$ cat config.mk
export PLATFORM = sky130hd
export DESIGN_NAME = bit_serial_adder
export DESIGN_NICKNAME = d
export VERILOG_FILES = /design/src/rtl/serial_arith_pkg.sv /design/src/rtl/behavioralFullAdder.sv /design/src/rtl/bit_serial_adder.sv
export SDC_FILE = /design/constraint.sdc
export NUM_CORES = 1
export LEC_CHECK = 0
export CAP_MARGIN = 20
export CELL_PAD_IN_SITES_DETAIL_PLACEMENT = 1
export CELL_PAD_IN_SITES_GLOBAL_PLACEMENT = 1
export CORE_MARGIN = 2
export CORE_UTILIZATION = 35
export DETAILED_ROUTE_END_ITERATION = 10
export PLACE_DENSITY_LB_ADDON = 0.1
export SLEW_MARGIN = 10
export SYNTH_ARGS = -nofsm -noshare
export SYNTH_HDL_FRONTEND = slang
export SYNTH_SLANG_ARGS = --single-unit
$ cat constraint.sdc
create_clock -name clk -period 2.2 [get_ports clk]
set_input_delay 0.44 -clock clk [delete_from_list [all_inputs] [get_ports clk]]
set_output_delay 0.44 -clock clk [all_outputs]
set_load 0.03 [all_outputs]
$ cat src/rtl/serial_arith_pkg.sv
// Shared definitions for the bit-serial arithmetic blocks.
package serial_arith_pkg;

    typedef enum logic [1:0] {
        IDLE = 2'd0,
        RUN  = 2'd1,
        DONE = 2'd2
    } state_e;

    // Bit-counter width for a WIDTH-bit serial operation; never narrower than one bit.
    function automatic int unsigned count_width(input int unsigned width);
        return (width < 2) ? 1 : $clog2(width);
    endfunction

endpackage

$ cat src/rtl/behavioralFullAdder.sv
// Single-bit full-adder cell stepped by the serial adder sequencer.
module behavioralFullAdder (
    output logic sum,
    output logic carryout,
    input  logic a,
    input  logic b,
    input  logic carryin
);

    // Two-bit result of the one-bit add: {carry, sum}.
    always_comb begin
        {carryout, sum} = {1'b0, a} + {1'b0, b} + {1'b0, carryin};
    end

endmodule

$ cat src/rtl/bit_serial_adder.sv
// Multi-cycle adder: feeds one operand bit pair per cycle, LSB first, through a single
// full-adder cell and presents sum, carry-out and signed overflow through valid/ready.
module bit_serial_adder
    import serial_arith_pkg::*;
#(
    parameter int unsigned WIDTH = 8
) (
    input  logic             clk,
    input  logic             reset,
    input  logic             in_valid,
    output logic             in_ready,
    input  logic [WIDTH-1:0] a,
    input  logic [WIDTH-1:0] b,
    input  logic             cin,
    output logic             out_valid,
    input  logic             out_ready,
    output logic [WIDTH-1:0] sum,
    output logic             cout,
    output logic             overflow
);

    localparam int unsigned CW = count_width(WIDTH);
    localparam logic [CW-1:0] LastBit = CW'(WIDTH - 1);

    state_e           state_q;
    logic [WIDTH-1:0] a_sh_q;
    logic [WIDTH-1:0] b_sh_q;
    logic             carry_q;
    logic [CW-1:0]    count_q;
    // Partial result holds the WIDTH-1 earlier bits; the final bit joins at completion.
    logic [WIDTH-2:0] res_sh_q;
    logic [WIDTH-1:0] sum_q;
    logic             cout_q;
    logic             ovf_q;

    logic             fa_sum;
    logic             fa_cout;
    logic [WIDTH-1:0] res_next;

    behavioralFullAdder u_fa (
        .sum      (fa_sum),
        .carryout (fa_cout),
        .a        (a_sh_q[0]),
        .b        (b_sh_q[0]),
        .carryin  (carry_q)
    );

    // New sum bit enters at the MSB so that after WIDTH shifts bit 0 lands at index 0.
    always_comb begin
        res_next = {fa_sum, res_sh_q};
    end

    // Sequencer: operand load, per-bit shift/carry update, result capture and handshake.
    always_ff @(posedge clk) begin
        if (reset) begin
            state_q  <= IDLE;
            a_sh_q   <= '0;
            b_sh_q   <= '0;
            carry_q  <= 1'b0;
            count_q  <= '0;
            res_sh_q <= '0;
            sum_q    <= '0;
            cout_q   <= 1'b0;
            ovf_q    <= 1'b0;
        end else begin
            case (state_q)
                IDLE: begin
                    if (in_valid) begin
                        a_sh_q  <= a;
                        b_sh_q  <= b;
                        carry_q <= cin;
                        count_q <= '0;
                        state_q <= RUN;
                    end
                end
                RUN: begin
                    a_sh_q   <= a_sh_q >> 1;
                    b_sh_q   <= b_sh_q >> 1;
                    carry_q  <= fa_cout;
                    res_sh_q <= res_next[WIDTH-1:1];
                    if (count_q == LastBit) begin
                        // carry_q is still the carry into the MSB at this point.
                        sum_q   <= res_next;
                        cout_q  <= fa_cout;
                        ovf_q   <= carry_q ^ fa_cout;
                        state_q <= DONE;
                    end else begin
                        count_q <= count_q + CW'(1);
                    end
                end
                DONE: begin
                    if (out_ready) begin
                        state_q <= IDLE;
                    end
                end
                default: state_q <= IDLE;
            endcase
        end
    end

    // Handshake flags decode from state only; result outputs come straight from flops.
    always_comb begin
        in_ready  = (state_q == IDLE);
        out_valid = (state_q == DONE);
        sum       = sum_q;
        cout      = cout_q;
        overflow  = ovf_q;
    end

endmodule

Word-level counts from Yosys, hierarchy flattened
Index checks and enable logic that the tools add are counted.

Output and inout port bits: 12. Word-level logic and storage cells: 39. Register bits: 39. Bits of input ports: 21.

Bitwise gates (word level): 1. Mux-type cells: 13. Add/subtract/negate cells: 3. Reductions and logical operators: 6. Equality and inequality tests: 7.

Operators with widths (number): case mux 8 bit (2 select lines) (2); 2-to-1 mux 8 bit (2); 2-to-1 mux 2 bit (3); 2-to-1 mux 3 bit (2); inequality test 2 bit, second input constant (3); case mux 2 bit (3 select lines) (1); case mux 3 bit (2 select lines) (1); AND reduction 3 bit (2); AND reduction 2 bit (2); adder 3 x 1 -> 3 bit, second input constant (1); equality test 3 bit, second input constant (1); adder 1 x 1 -> 2 bit (1); adder 2 x 1 -> 2 bit (1); equality test 2 x 1 -> 1 bit, second input constant (1); equality test 2 bit, second input constant (1); zero test 2 bit (1); inequality test 2 x 1 -> 1 bit, second input constant (1); case mux 1 bit (2 select lines) (1); nonzero test 2 bit (1); 2-to-1 mux 1 bit (1); XOR 1 bit (1).

Logic depth before layout (Yosys ltp)
Depth after elaboration: 3. Depth in mapped cells: 6. Mapped depth without buffers: 5.

By module
From an unflattened synthesis, not the netlist that was laid out.

Cell total of the unflattened synthesis: 181. Area, all modules: 1650.3 um^2.

By module, submodules not included: bit_serial_adder (sequential area each 780.7 um^2, area each 1630.3 um^2, instances 1, cells an instance 180); behavioralFullAdder (sequential area each 0.0 um^2, area each 20.0 um^2, instances 1, cells an instance 1).

Worst setup path after synthesis
OpenSTA, ideal clock, no wires.

Path kind: reg2out. Start point: reg state_q[0]. End point: out in_ready. Buffers on the path: 2. Required time: 1.760 ns. Path slack: 0.695 ns. Cell stages (with the launch flop): 4. Data arrival time: 1.065 ns. Cells stage by stage: dfxtp_1 > buf_4 > buf_4 > nor2_1.

Cells in the longest elaborated chain, start to end: 1.

Ends and longest elaborated chain: start, declared (line bit_serial_adder.sv:25) `state_e state_q;`; start signal, assigned (line bit_serial_adder.sv:56) `state_q <= IDLE;`; start signal, assigned (line bit_serial_adder.sv:73) `state_q <= RUN;`; start signal, assigned (line bit_serial_adder.sv:86) `state_q <= DONE;`; zero test 2 bit (line bit_serial_adder.sv:103) `in_ready = (state_q == IDLE);`; end, declared (line bit_serial_adder.sv:11) `output logic in_ready,`.

No other way between the ends.

Worst setup path after layout
Start point: reg state_q[1]. End point: out out_valid.

Cells in the longest elaborated chain, start to end: 1.

Ends and longest elaborated chain: equality test 2 bit (line bit_serial_adder.sv:104) `out_valid = (state_q == DONE);`; end, declared (line bit_serial_adder.sv:15) `output logic out_valid,`.

No other way between the ends.

==> key figures <==
Timing
  • Fin. Hold Viols: 0
  • Hold Slack: 0.460 ns
  • Setup TNS: 0 ns
  • Final Critical Period: 2.07 ns
  • Skew final: 0.00753 ns
  • RSZ-0062 raised after global routing: no
  • Final setup violation count: 0
  • Fin crit share: 94.2%
  • Least-Margin Pin Slew: 0.588 ns
  • Worst rel slew slack: 60.8%
  • Highest clock rate: 482 MHz
  • Max-slew violations: 0

Route
  • Vias: 1,339
  • WL/cell: 13.9 um
  • Antenna viol nets, final: 0
  • Initial DRT Pass Iterations: 4
  • Vias per std cell: 4.83
  • 1st-iter DRT viols: 41
  • Final WL: 3.84 mm
  • DRC errors left: 0

Pwr
  • Clock power share: 38.6%
  • Pwr Density: 720 nW/um^2
  • Net Sw Frac: 24.5%
  • Sequential Power Share: 47.4%
  • Comb pwr share: 14.0%
  • Static leakage: 0.783 nW
  • Int Pwr: 1.22 mW
  • VDD IR-drop max: 0.280 mV
  • Psw: 397 uW

Floorplan
  • # rows: 25
  • Initial cell density of the core: 36.9%
  • Die width: 75.0 um
  • Die Ht: 75.0 um
  • Io pins: 33
  • Core area: 4790 sq um
  • Die ar.: 5630 sq um

Synthesis
  • Top-area cell type share of the netlist area: 44.2%
  • Count leader, synth: dfxtp_1
  • Synth Register Bits: 39
  • Post-Syn Area: 1770 sq um
  • Post-synth net total: 202
  • Async SR Flop Fraction: 0%
  • Top FF cell, synth: dfxtp_1
  • Top cells by area, synth: dfxtp_1, a211oi_2, mux2i_1
  • Post-synth top area cell: dfxtp_1
  • Post-synth EDFFs: 0
  • Sequential fraction of the synthesis area: 44.2%
  • Synthesized instance count: 178
  • Netlist cell types: 26
  • Mean Syn Cell Area: 9.93 sq um
  • Synthesis Warnings: 0
  • Post-synth top cells: dfxtp_1, nand2_1, a21oi_1

Flow run
  • Max Cap Violations: 0

Cells and area
  • Area of the multi-input gates: 891 sq um
  • Share of cells above drive strength 1: 22.9%
  • Fill cell count: 536
  • Ant diodes: 0
  • Register area: 782 sq um
  • Finished Cell Area: 2250 sq um
  • Nets: 233
  • Layout area overhead: 27.3%

Outcome
  • Outcome: finished, final reports clean

Hold path
  • Hold path cells: 2
  • Min-delay worst type: reg -> reg

Setup path
  • Max stage delay on crit path: 0.69 ns
  • WS Path Type: reg -> out
  • Critical path endpoint category: primary output
  • WP data required: 1.76 ns
  • CP top delay family: buffers and inverters
  • Worst setup SP type: flop
  • CP max-delay cell: clkdlybuf4s50_1
  • CP max FO: 10
  • CP arrival: 1.63 ns
  • Worst path depth: 2
  • Crit path buffers/inverters: 1
  • R2R cell count: 5
  • Worst-path cell chain: nor2b_1 > clkdlybuf4s50_1

Clock network
  • Clk pin slew, worst setup/hold paths: 0.08 ns
  • Htree depth: 2
  • CTS Buf Count: 5
  • CTS tree: done
  • CTS root buf: clkbuf_8
  • Sink Count: 39
  • Clock Latency Late Sink: 0.29 ns
  • Cts hold-fix bufs: 0
  • Post-CTS sizing: 1
  • # Post-CTS Setup Buffers: 0
  • Clk buf depth: 2

Global route
  • Global route overflow: 0
  • Vias in the first global route: 1,462
  • First-pass GRT wire length: 6.61 mm
  • Initial antenna violation count: 0
  • Largest net degree at the start of global routing: 29
  • GRT Resource Usage Total: 15.3%

Placed design
  • Hpwl dp: 2.79 mm
  • Port bufs: 32
  • GPL Wtd Cong: 0.721
  • Placed Area: 2130 sq um
==> placed cells by master (no fill, tap or decap), types with 4 or more instances in the layout <==
master	netlist	routed
dfxtp_1	39	38
clkdlybuf4s50_1	0	31
a211oi_2	15	15
clkbuf_8	0	6
nor2_2	15	15
mux2i_1	15	15
nand2b_1	6	6
nor2_1	4	4
nand2_1	35	35
a21oi_1	18	18
==> state kept, by name (all words and copies together) (netlist names) <==
name      cells
overflow      1
state_q       2
b_sh_q        8
carry_q       1
a_sh_q        8
sum           8
cout          1
res_sh_q      7
count_q       3
==> layer usage <==
metal	part of all wire (%)	vias up	track usage, %
met5	0	-	0
met4	1.0	0	4.56
met3	4.2	6	4.55
met2	52	23	27.6
met1	43	644	17.3
li1	-	666	-
==> metrics by stage <==
step / setup WS (ns) / util [%] / power (mW) / cells
after floorplan: 0.695 / - / 0.941 / 178
after global placement: 0.350 / 44.5 / 1.00 / 269
after detailed placement: 0.289 / 44.5 / 1.01 / 269
after CTS: 0.120 / 47.0 / 1.64 / 277
after global routing: 0.0681 / 47.0 / 1.69 / 277
final: 0.127 / 47.0 / 1.62 / 277
==> layout make-up <==
type | instances | area share [%]
Multi-Input combinational cell | 126 | 39.6
Sequential cell | 39 | 34.8
Timing Repair Buffer | 36 | 16.5
Tap cell | 67 | 3.73
Clock buffer | 6 | 3.67
Clock inverter | 2 | 1.56
Inverter | 1 | 0.167
==> power groups by stage <==
stage                     clock network, mW  logic (mW)  registers (mW)
final                                 0.625       0.226           0.767
after global routing                  0.670       0.248           0.772
after CTS                             0.639       0.231           0.767
after detailed placement                  0       0.230           0.784
after global placement                    0       0.220           0.782
after floorplan                           0       0.165           0.776
==> cells by family after synthesis <==
group                    count (synthesis)  synth area share, %
XOR/XNOR                                 1                0.496
flip-flops                              39                 44.2
adder cells (fa/ha/maj)                  3                 2.55
buffers and inverters                   13                 5.38
multiplexers                            15                 8.50
AO/OA/AOI/OAI                           41                 19.5
AND/OR/NAND/NOR                         66                 19.4
==> final timing paths <==
kind,startpoint,endpoint,slack (ns)
worst min register to register,sum[2],sum[2],0.46
worst min-delay path,sum[2],sum[2],0.46
worst max register to register,count_q[1],overflow,0.60
worst max-delay path,state_q[1],out_valid,0.13
==> tightest hold or removal path, stage by stage (launching register included) <==
cell	delay, ns
dfxtp_1	0.31
nand2_1	0.05
a21oi_1	0.05
Power figures use the tool's default switching activity.
